===== src/rtl/seg_scan_if.sv =====
// rtl/seg_scan_if.sv - display-value side and pin side signals of the 7-segment scan controller
interface seg_scan_if #(
    parameter int NUM_DIGITS = 4
);
    localparam int IDX_W = (NUM_DIGITS > 1) ? $clog2(NUM_DIGITS) : 1;

    logic                    en;
    logic [4*NUM_DIGITS-1:0] value;
    logic [NUM_DIGITS-1:0]   dp_in;
    logic                    lz_blank;
    logic [NUM_DIGITS-1:0]   an;
    logic [6:0]              seg;
    logic                    dp;
    logic [IDX_W-1:0]        digit_idx;
    logic                    frame_done;

    modport master (
        output en, value, dp_in, lz_blank,
        input  an, seg, dp, digit_idx, frame_done
    );

    modport slave (
        input  en, value, dp_in, lz_blank,
        output an, seg, dp, digit_idx, frame_done
    );
endinterface


===== src/rtl/seg_scan_controller.sv =====
// rtl/seg_scan_controller.sv - multiplexed active-low 7-segment scanner with blanking gap and leading-zero suppression
module seg_scan_controller #(
    parameter int NUM_DIGITS   = 4,
    parameter int TICK_DIV     = 200000,
    parameter int BLANK_CYCLES = 1000
) (
    input  logic         clk,
    input  logic         reset,
    seg_scan_if.slave    bus
);
    localparam int IDX_W  = (NUM_DIGITS > 1) ? $clog2(NUM_DIGITS) : 1;
    localparam int CNT_W  = $clog2(TICK_DIV + 1);
    localparam int BCNT_W = $clog2(BLANK_CYCLES + 1);

    typedef enum logic [1:0] {IDLE, BLANK, SHOW} state_t;

    state_t                  state_q, state_d;
    logic [CNT_W-1:0]        cnt_q, cnt_d;
    logic [BCNT_W-1:0]       bcnt_q, bcnt_d;
    logic [IDX_W-1:0]        idx_q, idx_d;
    logic [4*NUM_DIGITS-1:0] val_snap_q, val_snap_d;
    logic [NUM_DIGITS-1:0]   dp_snap_q, dp_snap_d;
    logic                    lz_snap_q, lz_snap_d;
    logic                    tick;
    logic                    fd_d, fd_q;
    logic [NUM_DIGITS-1:0]   blank_mask;
    logic [3:0]              nib;
    logic [NUM_DIGITS-1:0]   an_d, an_q;
    logic [6:0]              seg_d, seg_q;
    logic                    dp_d, dp_q;

    function automatic logic [6:0] hex_to_seg(input logic [3:0] h);
        logic [6:0] s;
        case (h)
            4'h0:    s = 7'h40;
            4'h1:    s = 7'h79;
            4'h2:    s = 7'h24;
            4'h3:    s = 7'h30;
            4'h4:    s = 7'h19;
            4'h5:    s = 7'h12;
            4'h6:    s = 7'h02;
            4'h7:    s = 7'h78;
            4'h8:    s = 7'h00;
            4'h9:    s = 7'h10;
            4'hA:    s = 7'h08;
            4'hB:    s = 7'h03;
            4'hC:    s = 7'h46;
            4'hD:    s = 7'h21;
            4'hE:    s = 7'h06;
            default: s = 7'h0E;
        endcase
        return s;
    endfunction

    // Slot tick: last clock of each TICK_DIV-long slot while scanning
    always_comb begin
        tick = (state_q != IDLE) && (cnt_q == CNT_W'(TICK_DIV));
    end

    // Next-state logic: slot counter, blanking counter, digit index and frame snapshot
    always_comb begin
        state_d    = state_q;
        cnt_d      = CNT_W'(1);
        bcnt_d     = bcnt_q;
        idx_d      = idx_q;
        val_snap_d = val_snap_q;
        dp_snap_d  = dp_snap_q;
        lz_snap_d  = lz_snap_q;
        fd_d       = 1'b0;

        if (state_q != IDLE && !tick) begin
            cnt_d = cnt_q + CNT_W'(1);
        end

        case (state_q)
            IDLE: begin
                if (bus.en) begin
                    state_d    = BLANK;
                    idx_d      = '0;
                    bcnt_d     = '0;
                    val_snap_d = bus.value;
                    dp_snap_d  = bus.dp_in;
                    lz_snap_d  = bus.lz_blank;
                end
            end
            BLANK: begin
                bcnt_d = bcnt_q + BCNT_W'(1);
                if (bcnt_q == BCNT_W'(BLANK_CYCLES - 1)) begin
                    state_d = SHOW;
                end
            end
            SHOW: begin
                if (tick) begin
                    state_d = BLANK;
                    bcnt_d  = '0;
                    if (idx_q == IDX_W'(NUM_DIGITS - 1)) begin
                        // Frame boundary: the only point where a new value is taken
                        idx_d      = '0;
                        fd_d       = 1'b1;
                        val_snap_d = bus.value;
                        dp_snap_d  = bus.dp_in;
                        lz_snap_d  = bus.lz_blank;
                    end else begin
                        idx_d = idx_q + IDX_W'(1);
                    end
                end
            end
            default: state_d = IDLE;
        endcase

        // Disabling wins over everything and keeps the last snapshot
        if (!bus.en) begin
            state_d    = IDLE;
            idx_d      = '0;
            cnt_d      = CNT_W'(1);
            bcnt_d     = '0;
            fd_d       = 1'b0;
            val_snap_d = val_snap_q;
            dp_snap_d  = dp_snap_q;
            lz_snap_d  = lz_snap_q;
        end
    end

    // Leading-zero mask: digit k>=1 blanked when it and every higher nibble are zero
    always_comb begin
        logic all_zero;
        all_zero   = 1'b1;
        blank_mask = '0;
        for (int k = NUM_DIGITS - 1; k >= 0; k--) begin
            all_zero = all_zero && (val_snap_d[4*k +: 4] == 4'h0);
            if (k != 0) begin
                blank_mask[k] = lz_snap_d && all_zero;
            end
        end
    end

    // Pin values for the upcoming state, so outputs move together with the state register
    always_comb begin
        nib  = val_snap_d[{idx_d, 2'b00} +: 4];
        an_d  = '1;
        seg_d = 7'h7F;
        dp_d  = 1'b1;
        if (state_d == SHOW && !blank_mask[idx_d]) begin
            an_d[idx_d] = 1'b0;
            seg_d       = hex_to_seg(nib);
            dp_d        = ~dp_snap_d[idx_d];
        end
    end

    // State and output registers with synchronous reset
    always_ff @(posedge clk) begin
        if (reset) begin
            state_q    <= IDLE;
            cnt_q      <= CNT_W'(1);
            bcnt_q     <= '0;
            idx_q      <= '0;
            val_snap_q <= '0;
            dp_snap_q  <= '0;
            lz_snap_q  <= 1'b0;
            fd_q       <= 1'b0;
            an_q       <= '1;
            seg_q      <= 7'h7F;
            dp_q       <= 1'b1;
        end else begin
            state_q    <= state_d;
            cnt_q      <= cnt_d;
            bcnt_q     <= bcnt_d;
            idx_q      <= idx_d;
            val_snap_q <= val_snap_d;
            dp_snap_q  <= dp_snap_d;
            lz_snap_q  <= lz_snap_d;
            fd_q       <= fd_d;
            an_q       <= an_d;
            seg_q      <= seg_d;
            dp_q       <= dp_d;
        end
    end

    assign bus.an         = an_q;
    assign bus.seg        = seg_q;
    assign bus.dp         = dp_q;
    assign bus.digit_idx  = idx_q;
    assign bus.frame_done = fd_q;
endmodule


===== src/flat_wrapper.sv =====
// flat-port wrapper written by rule: the top's interface ports become plain ports
module seg_scan_controller_flat 
#(
    parameter int NUM_DIGITS   = 4,
    parameter int TICK_DIV     = 200000,
    parameter int BLANK_CYCLES = 1000
)
  (clk, reset, bus_en, bus_value, bus_dp_in, bus_lz_blank, bus_an, bus_seg, bus_dp, bus_digit_idx, bus_frame_done);
  seg_scan_if #(.NUM_DIGITS(NUM_DIGITS)) bus_i ();
  input  logic clk;
  input  logic reset;
  input wire logic [$bits(bus_i.en)-1:0] bus_en;
  input wire logic [$bits(bus_i.value)-1:0] bus_value;
  input wire logic [$bits(bus_i.dp_in)-1:0] bus_dp_in;
  input wire logic [$bits(bus_i.lz_blank)-1:0] bus_lz_blank;
  output wire logic [$bits(bus_i.an)-1:0] bus_an;
  output wire logic [$bits(bus_i.seg)-1:0] bus_seg;
  output wire logic [$bits(bus_i.dp)-1:0] bus_dp;
  output wire logic [$bits(bus_i.digit_idx)-1:0] bus_digit_idx;
  output wire logic [$bits(bus_i.frame_done)-1:0] bus_frame_done;
  assign bus_i.en = bus_en;
  assign bus_i.value = bus_value;
  assign bus_i.dp_in = bus_dp_in;
  assign bus_i.lz_blank = bus_lz_blank;
  assign bus_an = bus_i.an;
  assign bus_seg = bus_i.seg;
  assign bus_dp = bus_i.dp;
  assign bus_digit_idx = bus_i.digit_idx;
  assign bus_frame_done = bus_i.frame_done;
  seg_scan_controller #(.NUM_DIGITS(NUM_DIGITS), .TICK_DIV(TICK_DIV), .BLANK_CYCLES(BLANK_CYCLES)) u_core (.clk(clk), .reset(reset), .bus(bus_i));
endmodule

===== config.mk =====
export PLATFORM = sky130hd
export DESIGN_NAME = seg_scan_controller_flat
export DESIGN_NICKNAME = d
export VERILOG_FILES = /design/src/rtl/seg_scan_if.sv /design/src/rtl/seg_scan_controller.sv /design/src/flat_wrapper.sv
export SDC_FILE = /design/constraint.sdc
export NUM_CORES = 1
export LEC_CHECK = 0
export ABC_AREA = 1
export ABC_CLOCK_PERIOD_IN_PS = 5100
export BUFFER_PORTS_ARGS = -buffer_cell sky130_fd_sc_hd__buf_2
export CAP_MARGIN = 10
export CORE_AREA = 2 2 96 98
export DETAILED_ROUTE_END_ITERATION = 10
export DIE_AREA = 0 0 98 100
export GPL_ROUTABILITY_DRIVEN = 1
export PLACE_DENSITY = 0.65
export REMOVE_ABC_BUFFERS = 1
export SYNTH_ARGS = -nofsm -noshare
export SYNTH_HDL_FRONTEND = slang
export SYNTH_SLANG_ARGS = --single-unit

===== constraint.sdc =====
create_clock -name clk -period 5.1 [get_ports clk]
set_input_delay 0.51 -clock clk [delete_from_list [all_inputs] [get_ports clk]]
set_output_delay 0.51 -clock clk [all_outputs]
set_load 0.02 [all_outputs]

# Word-level counts from Yosys, hierarchy flattened
# Memory sizes are Yosys's and may differ from the RTL's. A register that Yosys moved wholly into a read port is not among the register bits.
# Cells that the tools add are included.
totals:
  ff_bits: 59
  romBits: 112
  inputBits: 24
  output_inout_bits: 15
  memories: 1
mem_list:
  columns: ["memory", "depth", "word_bits", "rd", "rd_clocked_by_memory_dff", "write_ports", "line", "rtl"]
  rows:
  - ["(no name shown)", 16, 7, 1, 1, 0, "seg_scan_controller.sv:34", "case (h)"]
op_classes:
  n_addsub: 3
  magnitude_cmp: 2
  eq_ne: 7
  shift: 1
  mux: 29
  bitwise_logic: 7
  reduce_logical: 22
ops:
  columns: ["operator", "count"]
  rows:
  - ["two-way mux 16 bit", 3]
  - ["one-hot mux 16 bit (2 select lines)", 1]
  - ["one-hot mux 10 bit (3 select lines)", 1]
  - ["adder 18 x 1 -> 18 bit (second input constant)", 1]
  - ["equality test 18 bit (second input constant)", 1]
  - ["variable part select 16 x 5 -> 4 bit", 1]
  - ["zero test 4 bit", 3]
  - ["two-way mux 2 bit", 6]
  - ["two-way mux 4 bit", 3]
  - ["adder 10 x 1 -> 10 bit (second input constant)", 1]
  - ["equality test 10 bit (second input constant)", 1]
  - ["two-way mux 10 bit", 1]
  - ["logical AND 1 bit", 9]
  - ["one-hot mux 4 bit (2 select lines)", 1]
  - ["two-way mux 1 bit", 7]
  - ["equality test 2 bit (second input constant)", 3]
  - ["NOT 1 bit", 6]
  - ["one-hot mux 2 bit (3 select lines)", 1]
  - ["binary-select mux 1 bit (select 2 bit)", 2]
  - ["NOT 4 bit", 1]
  - ["one-hot mux 2 bit (2 select lines)", 1]
  - ["OR reduction 2 bit", 2]
  - ["OR reduction 4 bit", 1]
  - ["less-than comparator 2 x 3 -> 1 bit (second input constant)", 1]
  - ["12 further kinds", 13]

# Logic depth before layout (Yosys ltp)
depth:
  depth_word: 15
  depth_mapped: 21
  mapped_depth_nobuf: 20

# Least setup slack after synthesis
# OpenSTA, ideal clock, no wires.
synth_timing:
  kind: "reg-to-reg"
  start: "reg u_core.idx_q[1], in the netlist u_core.bus.digit_idx[1]"
  end: "reg u_core.seg_q[3], in the netlist u_core.bus.seg[3]"
  arrival_ns: 2.272
  t_required_ns: 4.980
  setup_slack_ns: 2.709
  path_stages_with_launch: 20
  n_path_buf: 0
  synth_period_minus_slack_ns: 2.391
  cell_sequence: "dfxtp_1 ha_1 inv_1 nor2_1 nand3_1 nand2_1 inv_1 nand2_1 nand2_1 nand2_1 nand2_1 nand2_1 nand2_1 nor2_1 inv_1 ha_1 nand2_2 nand2_1 nand2_1 nand3_2"
synth_via:
  elab_chain_cells: 15
synth_rtl:
  columns: ["item", "line", "rtl"]
  rows:
  - ["start: declaration", "seg_scan_controller.sv:20", "logic [IDX_W-1:0] idx_q, idx_d;"]
  - ["start signal: assignment", "seg_scan_controller.sv:168", "idx_q <= idx_d;"]
  - ["equality test 2 bit", "seg_scan_controller.sv:96", "if (idx_q == IDX_W'(NUM_DIGITS - 1)) begin"]
  - ["two-way mux 16 bit", "seg_scan_controller.sv:96", null]
  - ["two-way mux 16 bit", "seg_scan_controller.sv:93", "if (tick) begin"]
  - ["one-hot mux 16 bit (2 select lines)", "seg_scan_controller.sv:75", "case (state_q)"]
  - ["two-way mux 16 bit", "seg_scan_controller.sv:112", "if (!bus.en) begin"]
  - ["zero test 4 bit", "seg_scan_controller.sv:130", "all_zero = all_zero && (val_snap_d[4*k +: 4] == 4'h0);"]
  - ["logical AND 1 bit (2 in series)", "seg_scan_controller.sv:130", null]
  - ["logical AND 1 bit", "seg_scan_controller.sv:132", "blank_mask[k] = lz_snap_d && all_zero;"]
  - ["binary-select mux 1 bit (select 2 bit)", "seg_scan_controller.sv:143", "if (state_d == SHOW && !blank_mask[idx_d]) begin"]
  - ["two-way mux 1 bit (not written as such)", "seg_scan_controller.sv:143", null]
  - ["zero test 1 bit", "seg_scan_controller.sv:143", null]
  - ["logical AND 1 bit", "seg_scan_controller.sv:143", null]
  - ["NOT 1 bit (no source line)", null, null]
  - ["OR reduction 2 bit (no source line)", null, null]
  - ["end: declaration", "seg_scan_controller.sv:29", "logic [6:0] seg_d, seg_q;"]
# Several ways; a longest one is shown, not always the timed one. The select of a mux whose other input is x is not followed.
# A chain may end at the register's enable or synchronous reset.

# Worst setup path after layout
layout_timing:
  start: "reg u_core.state_q[1]"
  end: "reg u_core.seg_q[5], in the netlist u_core.bus.seg[5]"
layout_via:
  elab_chain_cells: 15
layout_rtl:
  columns: ["item", "line", "rtl"]
  rows:
  - ["start: declaration", "seg_scan_controller.sv:17", "state_t state_q, state_d;"]
  - ["start signal: assignment", "seg_scan_controller.sv:165", "state_q <= state_d;"]
  - ["nonzero test 2 bit", "seg_scan_controller.sv:57", "tick = (state_q != IDLE) && (cnt_q == CNT_W'(TICK_DIV));"]
  - ["logical AND 1 bit", "seg_scan_controller.sv:57", null]
  - ["two-way mux 16 bit", "seg_scan_controller.sv:93", null]
  - ["one-hot mux 16 bit (2 select lines)", "seg_scan_controller.sv:75", null]
  - ["two-way mux 16 bit", "seg_scan_controller.sv:112", null]
  - ["zero test 4 bit", "seg_scan_controller.sv:130", null]
  - ["logical AND 1 bit (2 in series)", "seg_scan_controller.sv:130", null]
  - ["logical AND 1 bit", "seg_scan_controller.sv:132", null]
  - ["binary-select mux 1 bit (select 2 bit)", "seg_scan_controller.sv:143", null]
  - ["two-way mux 1 bit (not written as such)", "seg_scan_controller.sv:143", null]
  - ["zero test 1 bit", "seg_scan_controller.sv:143", null]
  - ["logical AND 1 bit", "seg_scan_controller.sv:143", null]
  - ["NOT 1 bit (no source line)", null, null]
  - ["OR reduction 2 bit (no source line)", null, null]
# Several ways; a longest one is shown, not always the timed one. The select of a mux whose other input is x is not followed.

==> reports/qor.txt <==
ratio of cells with drive above 1 in the final layout = 0.199
estimated wirelength of the detail-placed design = 6.25 mm
overall routed net length = 8.63 mm
area growth from synthesis to final layout = 11.3%
drt drc = 0
RePlAce Congestion = 0.876
Layout Skew = 14.6 ps
average wire length per cell after detail routing = 12.0 um
endpoints failing setup = 0
post-synthesis cell count = 564
final hold violations = 0
switching part of the total power = 0.275
async set-or-reset flop fraction in the synthesized netlist = 0
library cell with the largest summed area after synthesis = sky130_fd_sc_hd__dfxtp_1
class of the most critical hold timing path = register to register
Die W = 98 um
P per Cell Area = 248 nW/um^2
fin nets = 635
relative contribution of sequential cells to total power = 0.506
diodes inserted = 0
number of nets still failing antenna checks after routing = 0
starting density of the core = 0.430
share of power burned in the clock network = 0.392
Data arrival, critical path = 3430 ps
clock root buffer master = sky130_fd_sc_hd__clkbuf_8
number of violations reported at the end of detailed-routing iteration 0 = 162
RSZ-0062 raised after global routing = false
Total Die Area = 9800 um^2
maximum operating frequency = 309 MHz
CTS Hold Bufs = 0
most instantiated flip-flop cell in the synthesis netlist = sky130_fd_sc_hd__dfxtp_1
setup_tns = 0 ps
Avg Cell Area, Syn = 6.77 um^2
Int Power = 765 uW
relative max-transition margin = 0.328
leakage component of the power = 0.00189 uW
clock-pin slew of the registers on the worst-case setup and hold paths = 80 ps
YS warnings = 0
CP Capture Type = register
combinational share of power = 0.102
via count = 3,582
kind of launch point of the worst setup path = register
largest driver fanout on the critical path = 21
Max Buffers Root-to-Sink = 2
global routing usage summed across all routing layers = 0.180
Core Box Area = 8890 um^2
status = completed
I/O pin count = 39
number of global-route vias before repair = 3,210
maximum number of pins on one net before global-route repair = 25
final count of pins violating max slew = 0
number of sinks handled by clock tree synthesis = 66
post-cts sizing count = 0
total grt overflow = 0
worst skew pair latency = 350 ps
number of vias per cell = 4.99
wire length of the first global-routing pass = 14.6 mm
number of placement rows = 35
slew at the pin closest to its max-slew limit = 1010 ps
DIE HEIGHT = 100 um
sequential share of the synthesized area = 0.346
total clock buffers created by CTS = 9
area share of the largest cell type after synthesis = 0.346
final period utilization = 0.634
number of buffers inserted to repair setup after CTS = 0
post-synthesis instance area = 3820 um^2
EDFF count, synth = 0
time the final worst path needs with I/O delays and setup = 3230 ps
library cells used by synthesis = 40
maximum capacitance violations = 0
most numerous cell in the Yosys netlist = sky130_fd_sc_hd__nand2_1
count of input and output buffers = 38
deepest level of the CTS H-tree = 3
top post-synthesis cells by area = sky130_fd_sc_hd__dfxtp_1 (35%), sky130_fd_sc_hd__nand2_1 (18%), sky130_fd_sc_hd__nor2_1 (5.6%)
synthesized flop and latch total = 66
initial antenna violation count = 0
critical setup path kind = register to register
TritonCTS clock tree = done
DRT Pass-1 Iters = 4
final total power = 1050 uW
power spent charging and discharging nets = 290 uW
CP Data Required Time = 5300 ps
worst supply voltage drop on vdd = 0.000130 V
cell types with the highest counts after synthesis = sky130_fd_sc_hd__nand2_1 (184), sky130_fd_sc_hd__dfxtp_1 (66), sky130_fd_sc_hd__nor2_1 (57)
## through the flow
step                hold slack (ps)  area [um^2]  cells  utilization  setup slack, ps
floorplan                       396         3740    553            -             2580
global placement                409         4070    702        0.458             1990
detailed placement              415         4070    702        0.458             1870
CTS                             436         4250    718        0.478             1870
global route                    460         4250    718        0.478             1460
finish                          431         4250    718        0.478             1870
## cell usage in the layout, fill, tap and decap left out, types with 9 or more instances in the layout
cell type                  instances
sky130_fd_sc_hd__dfxtp_1          66
sky130_fd_sc_hd__inv_2            13
sky130_fd_sc_hd__nand2_2          20
sky130_fd_sc_hd__a21oi_1          35
sky130_fd_sc_hd__inv_1            49
sky130_fd_sc_hd__o21ai_0          15
sky130_fd_sc_hd__nor2_1           57
sky130_fd_sc_hd__nand2_1         184
sky130_fd_sc_hd__clkbuf_8         11
sky130_fd_sc_hd__buf_2            38
sky130_fd_sc_hd__nand3_1          36
sky130_fd_sc_hd__ha_1              9
## sequential cells by signal (all words and copies together), names as in the netlist, 2 cells and up
register / flops
u_core.cnt_q: 18
u_core.val_snap_q: 16
u_core.bcnt_q: 10
u_core.bus.seg: 7
u_core.bus.an: 4
u_core.dp_snap_q: 4
u_core.bus.digit_idx: 2
u_core.state_q: 2
## path summary, 6_finish.rpt
| check | startpoint | endpoint | slack [ps] | depth (start not counted) |
|---|---|---|---|---|
| setup / recovery | u_core.state_q[1] | u_core.bus.seg[5] | 1870 | 13 |
| hold / removal | u_core.cnt_q[0] | u_core.cnt_q[0] | 430 | 1 |
| setup reg to reg | u_core.state_q[1] | u_core.bus.seg[5] | 1870 | 13 |
| hold reg to reg | u_core.cnt_q[0] | u_core.cnt_q[0] | 430 | 1 |
## final cells by class
| class | instances | area [um^2] |
|---|---|---|
| tap | 111 | 139 |
| multi-input combinational | 423 | 2180 |
| clock buffer | 12 | 155 |
| timing repair buffer | 38 | 190 |
| fill | 924 | 4640 |
| inverter | 64 | 240 |
| sequential | 66 | 1320 |
| clock inverter | 4 | 26.3 |
## metal layers
metal	global-route usage	routed length (um)
met5	0	0
met3	0.0320	317
met1	0.248	4290
met2	0.289	3890
met4	0.0566	129
## cells by family (layout without fill, tap and decap cells)
family / count (synthesis) / after routing / synth area share
and+or+nand+nor: 346 / 346 / 0.438
buffers and inverters: 75 / 118 / 0.0836
AOI/OAI and AO/OA: 66 / 66 / 0.0980
DFF: 66 / 66 / 0.346
xor gates and xnor gates: 2 / 2 / 0.00459
adders and majority gates: 9 / 9 / 0.0295
## worst max-delay path, cell delays in order (launching register included)
cell and delay, ps:
sky130_fd_sc_hd__dfxtp_1 480, sky130_fd_sc_hd__inv_2 70, sky130_fd_sc_hd__nor2_2 760, sky130_fd_sc_hd__nand4_2 200
sky130_fd_sc_hd__nand2_2 300, sky130_fd_sc_hd__nand2_1 100, sky130_fd_sc_hd__nand2_1 70, sky130_fd_sc_hd__nand2_1 60
sky130_fd_sc_hd__nand2_1 100, sky130_fd_sc_hd__nor2_1 50, sky130_fd_sc_hd__nand3_1 90, sky130_fd_sc_hd__nor2_1 60
sky130_fd_sc_hd__a21oi_2 630, sky130_fd_sc_hd__nand3_1 130
## power by group through the flow
| stage | Combinational (uW) | Clock (uW) | Sequential, uW |
|---|---|---|---|
| final | 108 | 413 | 533 |
| after global routing | 123 | 445 | 534 |
| after CTS | 108 | 426 | 533 |
| after detailed placement | 107 | 0 | 545 |
| after global placement | 107 | 0 | 545 |
| after floorplan | 74.2 | 0 | 543 |
Note: power is estimated with default switching activity, not from simulation.
